[src/rtl/verif_pair_monitor.sv]
// Purpose: buffers packed {x, y} words, checks each accepted word against a byte relation, forwards it unchanged.
// Latency: 1 cycle from accept to io_out_bits (no bypass); fail state is registered at the accepting edge.
// Backpressure: io_in_ready = !full & RUN, independent of io_out_ready; HALT blocks intake while the FIFO drains.
//
// Ports:
//   clk, reset (async active-low)
//   io_in_valid/io_in_ready/io_in_bits    upstream word handshake, bits = {x[15:8], y[7:0]}
//   io_mode                               0 none, 1 x==y, 2 x>y unsigned, 3 x+y<256 (sampled on accept)
//   io_halt_on_fail                       first failure enters HALT
//   io_clear                              pulse: clears fail state, leaves HALT (FIFO untouched)
//   io_out_valid/io_out_ready/io_out_bits downstream handshake, FIFO head
//   io_fail, io_fail_cnt, io_last_fail    sticky flag, saturating count, last failing word
//   io_halted                             1 while in HALT
// Optional feature: define VERIF_PAIR_MONITOR_PRINT_EN to print each failing accept in
// simulation (and $finish on it when io_halt_on_fail=1).
module verif_pair_monitor #(
  parameter int DEPTH = 4,
  parameter int CNT_W = 8
) (
  input  logic             clk,
  input  logic             reset,
  input  logic             io_in_valid,
  output logic             io_in_ready,
  input  logic [15:0]      io_in_bits,
  input  logic [1:0]       io_mode,
  input  logic             io_halt_on_fail,
  input  logic             io_clear,
  output logic             io_out_valid,
  input  logic             io_out_ready,
  output logic [15:0]      io_out_bits,
  output logic             io_fail,
  output logic [CNT_W-1:0] io_fail_cnt,
  output logic [15:0]      io_last_fail,
  output logic             io_halted
);

  localparam int AW = $clog2(DEPTH);
  localparam logic [CNT_W-1:0] CNT_MAX = '1;

  typedef enum logic {RUN = 1'b0, HALT = 1'b1} state_t;

  state_t           state_q, state_d;
  logic [AW:0]      wr_ptr_q, rd_ptr_q;
  logic [15:0]      mem_q [DEPTH];
  logic             fail_q, fail_d;
  logic [CNT_W-1:0] cnt_q, cnt_d, cnt_base;
  logic [15:0]      last_q, last_d;

  logic       full, empty, push, pop, chk_fail, fail_evt;
  logic [7:0] x, y;
  logic [8:0] sum;

  // Extra pointer MSB distinguishes full from empty when the index bits match.
  assign empty = (wr_ptr_q == rd_ptr_q);
  assign full  = (wr_ptr_q[AW] != rd_ptr_q[AW]) &&
                 (wr_ptr_q[AW-1:0] == rd_ptr_q[AW-1:0]);

  assign io_in_ready  = !full && (state_q == RUN);
  assign io_out_valid = !empty;
  assign io_out_bits  = mem_q[rd_ptr_q[AW-1:0]];
  assign io_fail      = fail_q;
  assign io_fail_cnt  = cnt_q;
  assign io_last_fail = last_q;
  assign io_halted    = (state_q == HALT);

  assign push = io_in_valid && io_in_ready;
  assign pop  = io_out_valid && io_out_ready;

  assign x   = io_in_bits[15:8];
  assign y   = io_in_bits[7:0];
  assign sum = {1'b0, x} + {1'b0, y};

  always_comb begin
    chk_fail = 1'b0;
    case (io_mode)
      2'd1:    chk_fail = (x != y);
      2'd2:    chk_fail = !(x > y);
      2'd3:    chk_fail = sum[8];
      default: chk_fail = 1'b0;
    endcase
  end

  assign fail_evt = push && chk_fail;

  // A clear applies first, so a coincident failure restarts the count at 1.
  always_comb begin
    cnt_base = io_clear ? '0 : cnt_q;
    fail_d   = io_clear ? 1'b0 : fail_q;
    last_d   = io_clear ? 16'h0000 : last_q;
    cnt_d    = cnt_base;
    if (fail_evt) begin
      fail_d = 1'b1;
      last_d = io_in_bits;
      cnt_d  = (cnt_base == CNT_MAX) ? cnt_base : cnt_base + CNT_W'(1);
    end
  end

  always_comb begin
    state_d = state_q;
    case (state_q)
      RUN:     if (fail_evt && io_halt_on_fail) state_d = HALT;
      HALT:    if (io_clear) state_d = RUN;
      default: state_d = RUN;
    endcase
  end

  always_ff @(posedge clk or negedge reset) begin
    if (!reset) begin
      state_q  <= RUN;
      wr_ptr_q <= '0;
      rd_ptr_q <= '0;
      fail_q   <= 1'b0;
      cnt_q    <= '0;
      last_q   <= 16'h0000;
    end else begin
      state_q <= state_d;
      fail_q  <= fail_d;
      cnt_q   <= cnt_d;
      last_q  <= last_d;
      if (push) wr_ptr_q <= wr_ptr_q + (AW+1)'(1);
      if (pop)  rd_ptr_q <= rd_ptr_q + (AW+1)'(1);
    end
  end

  // Storage needs no reset: the pointers define which entries are valid.
  always_ff @(posedge clk) begin
    if (push) mem_q[wr_ptr_q[AW-1:0]] <= io_in_bits;
  end

`ifdef VERIF_PAIR_MONITOR_PRINT_EN
`ifndef SYNTHESIS
  always @(posedge clk) begin
    if (reset && fail_evt) begin
      $display("ASSERTION FAILED: pair %h mode %d", io_in_bits, io_mode);
      if (io_halt_on_fail) $finish;
    end
  end
`endif
`else
  // Print feature disabled: no simulation output, hardware unchanged.
`endif

endmodule
[config.mk]
export PLATFORM = sky130hd
export DESIGN_NAME = verif_pair_monitor
export DESIGN_NICKNAME = d
export VERILOG_FILES = /design/src/rtl/verif_pair_monitor.sv
export SDC_FILE = /design/constraint.sdc
export NUM_CORES = 1
export LEC_CHECK = 0
export BUFFER_PORTS_ARGS = -buffer_cell sky130_fd_sc_hd__buf_4
export CELL_PAD_IN_SITES_DETAIL_PLACEMENT = 0
export CELL_PAD_IN_SITES_GLOBAL_PLACEMENT = 1
export CORE_MARGIN = 5
export CORE_UTILIZATION = 30
export CTS_CLUSTER_DIAMETER = 200
export DETAILED_ROUTE_END_ITERATION = 12
export GPL_ROUTABILITY_DRIVEN = 0
export GPL_TIMING_DRIVEN = 0
export PLACE_DENSITY_LB_ADDON = 0.1
export SYNTH_ARGS = -nofsm -noshare
export SYNTH_HDL_FRONTEND = slang
export SYNTH_SLANG_ARGS = --single-unit
[constraint.sdc]
create_clock -name clk -period 5.1 [get_ports clk]
set_input_delay 1.275 -clock clk [delete_from_list [all_inputs] [get_ports clk]]
set_output_delay 1.275 -clock clk [all_outputs]
set_load 0.02 [all_outputs]
==> reports/qor.txt, run 1 <==
Global-route wire length before repair: 15800 µm
Fmax: 271 MHz
Drt wl/cell: 18.4 µm
Fin. Hold Viols: 0
Fillers: 1405
Syn Inst Count: 274
Largest net degree at the start of global routing: 33
Worst r2r src: rd_ptr_q[1]
DR vias/cell: 4.63
Pins Over Slew Limit: 0
Post-synthesis sequential area ratio: 62.3%
Io pins: 68
Skew final: 4.88 ps
Post-synth top cells: edfxtp_1 (64), dfrtp_1 (32), ha_1 (22)
Ys async rst share: 33.3%
Nets: 398
Minimum clock period: 3690 ps
Synthesized flop and latch total: 96
Setup TNS Final: 0 ps
Setup-failing EPs final: 0
Worst Max-Slew Pin Slew: 953 ps
Hold WS: 487 ps
Setup bufs post-CTS: 0
Worst Hold End: wr_ptr_q[2]
TritonCTS Sinks: 96
Number of port buffers: 67
Initial core utilization: 30.3%
Final worst-path cycle share: 72.4%
Detailed Route Iter0 Violations: 65
Min-delay src: wr_ptr_q[2]
Post-Syn Nets: 320
Antenna violation net count after detailed routing: 0
Core footprint: 14400 µm²
Gr usage total: 12.6%
Cell Area, Placed: 5100 µm²
Clk slew on worst S/H paths: 70 ps
Req. time, crit path: 3830 ps
CP Capture Type: output port
RSZ-0062 raised after global routing: false
DR vias: 2500
Diodes inserted: 0
Root buffer cell: clkbuf_16
Setup crit start kind: flip-flop
Critical path class: reg2out
Placed wire-length estimate: 6940 µm
# H-tree levels: 3
Synth area leaders: edfxtp_1 (44%), dfrtp_1 (18%), mux4_2 (6.7%)
CTS tree: built
Min-Delay Path Depth: 1
CP arrival: 2420 ps
Final Power: 2.82 mW
PwrDens: 526 nW/µm²
Share of the synthesized area in the top cell type: 44.0%
CTS Buf Count: 9
Largest area contributor in the netlist: edfxtp_1
Yosys warning total: 0
Worst slew margin: 36.5%
Rows: 44
Post-CTS Resized: 0
Critical path fanouts, max: 10
WL final: 9940 µm
Die Span X: 131 µm
Max-capacitance violation count: 0
Area Overhead vs Synth: 22.9%
Cells after DPL: 525
R2r endpoint: io_last_fail[14]
Peak VDD IR: 0.000211 V
Post-synth EDFFs: 64
Final std cells w/o fill: 540
Design area: 5370 µm²
Vias in the first global route: 2732
Die Area: 17100 µm²
Layout cell share with drive strength beyond 1: 35.4%
Outcome: finished clean
Die H: 131 µm
Top-count cell post-synth: edfxtp_1
Worst-Skew Late Latency: 350 ps
R2R Setup Slk: 2630 ps
Clock Path Buffers: 2
Gr ovfl total: 0
Hold crit path type: reg2reg
# DRC: 0
Unique masters post-synth: 48
Avg Cell Area, Syn: 15.9 µm²
Post-synth top flop: edfxtp_1
Final core occ: 37.2%
Initial antenna violation count: 0
Pleak: 2.23 nW
Hold-fix buffers, CTS: 0
Pre-antenna DRT Iters: 4
Setup slack at placement: 1290 ps
Worst R2R Path Depth: 8
Fin worst setup slack: 1410 ps
Mapped cell area: 4370 µm²
[worst max-delay path, cell delays in order (launching register included)]
cell	delay [ps]
dfrtp_1	370
buf_6	180
buf_1	710
mux4_2	630
buf_4	180
[placed cells by master, fill, tap and decap left out, types with 4 or more instances in the layout]
cell / instances
a21oi_1: 5
a31o_2: 5
and3_1: 12
and3_2: 4
buf_4: 68
clkbuf_16: 9
dfrtp_1: 32
edfxtp_1: 64
ha_1: 22
inv_1: 16
mux2_2: 10
mux4_2: 13
nand2_1: 10
nand4_1: 5
nor2b_1: 16
xnor2_1: 6
[cell type report]
cell class | instances | area [µm²] | area share [%]
Inverter | 16 | 60.1 | 1.12
Sequential cell | 96 | 2720 | 50.7
Tap cell | 184 | 230 | 4.29
Buffer | 9 | 61.3 | 1.14
Multi-Input combinational cell | 153 | 1520 | 28.4
Clock inverter | 6 | 43.8 | 0.815
Timing Repair Buffer | 67 | 503 | 9.37
Clock buffer | 9 | 225 | 4.19
[kinds of logic after synthesis]
| family | synth area share [%] |
|---|---|
| flops | 62.3 |
| simple gates | 8.48 |
| compound gates | 5.84 |
| mux | 11.9 |
| buf+inv | 2.78 |
| fa+ha+maj | 6.30 |
| xor+xnor | 2.35 |
[sequential cells by signal, summed over array words and instances, names as in the netlist]
register,flops
io_fail,1
io_fail_cnt,8
io_halted,1
io_last_fail,16
mem_q,64
rd_ptr_q,3
wr_ptr_q,3
[worst max path at each step]
stage	endpoint	from	cells after the start	slack [ps]
after detailed placement	io_last_fail[14]	io_in_bits[7]	10	1290
after floorplan	io_last_fail[14]	io_in_bits[7]	9	1900
after global routing	io_out_bits[9]	rd_ptr_q[0]	4	1200
after global placement	io_fail_cnt[4]	io_in_bits[7]	9	1310
after CTS	io_out_bits[9]	rd_ptr_q[0]	4	1300
final	io_out_bits[11]	rd_ptr_q[0]	4	1410
[report_power, final]
group | leakage, nW | total (mW) | internal [mW] | switching (mW)
Combinational | 1.10 | 1.10 | 0.495 | 0.601
Clock | 0.134 | 0.633 | 0.332 | 0.301
Sequential | 1.00 | 1.09 | 1.02 | 0.0711
[routing by layer]
metal  track usage (%)  vias to the layer above  share of wire, %
met3              2.72                       12               4.5
met2              19.3                       52                45
li1                  -                     1197                 -
met1              17.3                     1239                49
met5                 0                        -                 0
met4              5.81                        0               2.0
Note: power is estimated with default switching activity, not from simulation.
==> run 2, diff against run 1 <==
- clock period: 5.1 -> 3 ns (I/O delays scaled with it)
==> run 2 against run 1 <==
Against the previous run:
- clock power is 71% higher
- total power is 70% higher
- worst hold slack worse by 140 ps
- count of clock-buffer cells in the layout stayed put
- worst setup slack worse by 1300 ps
- core utilization hardly changed
- sequential share of layout area is 0.059 points lower
- routed wire length is 0.17% lower
- sequential power is 71% higher
- non-clock buffer count is 1 lower
- critical path type is now in2reg
- largest power group is now sequential cells
- highest routed layer unchanged
==> reports/qor.txt, run 2 (synthesis gave the netlist of run 1 again) <==
Worst slew margin: 35.6% (-0.86 points)
Initial core utilization: 30.3% (unchanged)
Final worst-path cycle share: 96.2%
Outcome: finished clean
PwrDens: 892 nW/µm² (+70%)
Largest net degree at the start of global routing: 33 (unchanged)
Setup bufs post-CTS: 0 (unchanged)
Pre-antenna DRT Iters: 4 (unchanged)
Diodes inserted: 0 (unchanged)
Commonest non-fill, non-tap cell in the layout: buf_4
CTS Buf Count: 9 (unchanged)
Die Area: 17100 µm² (unchanged)
Detailed Route Iter0 Violations: 102 (+57%)
Pins Over Slew Limit: 0 (unchanged)
Critical path class: in2reg
WL final: 9920 µm (-0.17%)
Initial antenna violation count: 0 (unchanged)
Commonest cells after routing, fill and taps aside: buf_4 (68), edfxtp_1 (64), dfrtp_1 (32), ha_1 (22)
Worst Max-Slew Pin Slew: 966 ps (+12.9 ps)
Setup-failing EPs final: 0 (unchanged)
Hold WS: 352 ps (-135 ps)
Pleak: 2.24 nW (+0.29%)
# DRC: 0 (unchanged)
Layout cell share with drive strength beyond 1: 35.5% (+0.10 points)
Minimum clock period: 2890 ps
Placed wire-length estimate: 6940 µm (unchanged)
Worst-Skew Late Latency: 350 ps (about the same)
Clock Path Buffers: 2 (unchanged)
Hold crit path type: in2async
Area Overhead vs Synth: 23.1%
Drt wl/cell: 18.4 µm (about the same)
Nets: 397 (-0.25%)
# H-tree levels: 3 (unchanged)
Peak VDD IR: 0.000303 V (+43%)
Gr usage total: 12.6% (about the same)
CP arrival: 3120 ps (+700 ps)
Root buffer cell: clkbuf_16
Die H: 131 µm (unchanged)
CP Capture Type: flip-flop
Setup crit start kind: input pin
Global-route wire length before repair: 15800 µm (-0.22%)
CTS tree: built
Number of port buffers: 67 (unchanged)
DR vias: 2500 (unchanged)
RSZ-0062 raised after global routing: false
Fin. Hold Viols: 0 (unchanged)
Setup TNS Final: 0 ps (unchanged)
TritonCTS Sinks: 96 (unchanged)
Skew final: 5.47 ps (+0.590 ps)
Core footprint: 14400 µm² (unchanged)
Hold-fix buffers, CTS: 0 (unchanged)
Req. time, crit path: 3230 ps (-600 ps)
Io pins: 68 (unchanged)
Antenna violation net count after detailed routing: 0 (unchanged)
Gr ovfl total: 0 (unchanged)
Vias in the first global route: 2720 (-0.44%)
Rows: 44 (unchanged)
Fmax: 346 MHz
Post-CTS Resized: 0 (unchanged)
Clk slew on worst S/H paths: 70 ps (about the same)
Max-capacitance violation count: 0 (unchanged)
Critical path fanouts, max: 10 (unchanged)
Die Span X: 131 µm (unchanged)
DR vias/cell: 4.64 (+0.19%)
Max FFs per register: 64 (unchanged)
## run 2: cell count changes in the layout (fill, tap and decap cells not counted)
cell | previous run | this run
buf_1 | 1 | 0
o311ai_2 | 1 | 0
o311ai_4 | 0 | 1
## run 2: layout make-up
cell class	count	area (µm²)
buffer	8	57.6
fill	1405	9050
clock buffer	9	225
inverter	16	60.1
tap	184	230
sequential	96	2720
clock inverter	6	43.8
multi-input combinational	153	1530
timing repair buffer	67	503
## run 2: final timing paths
check                           cells past startpoint     startpoint  slack [ps]               end
worst max register to register                      8    rd_ptr_q[0]         520  io_last_fail[14]
max in group asynchronous                           1          reset        2320  io_last_fail[14]
worst max-delay path                               10  io_in_bits[7]         110  io_last_fail[14]
worst min-delay path                                1          reset         350    io_fail_cnt[4]
min in group clk                                    1    wr_ptr_q[2]         490       wr_ptr_q[2]
worst min register to register                      1    wr_ptr_q[2]         490       wr_ptr_q[2]
## run 2: through the flow
stage	area [µm²]	total power [mW]	setup WS [ps]	utilization (%)	std cells
after global placement	5100	3.80	-266	35.4	525
after CTS	5370	4.90	80.3	37.2	539
final	5380	4.79	114	37.3	539
after floorplan	4370	3.08	324	-	274
after detailed placement	5100	3.81	-283	35.4	525
after global routing	5380	5.07	9.38	37.3	539
## run 2: report_power, final
group / internal, mW / switching, mW
registers: 1.74 / 0.120
clock network: 0.564 / 0.514
logic: 0.840 / 1.02
## run 2: critical path, cell delays in order
cell	delay [ps]
buf_4	150
inv_1	50
ha_1	350
nor3_1	310
a211oi_1	120
o21a_1	150
a211oi_4	530
nand2_4	190
buf_6	200
mux2_4	290
## run 2: routing by layer
metal	up-vias	routed length [µm]	track usage, %
met3	12	442	2.72
met1	1242	4820	17.4
met4	0	201	5.81
met2	51	4460	19.1
met5	-	0	0
li1	1195	-	-
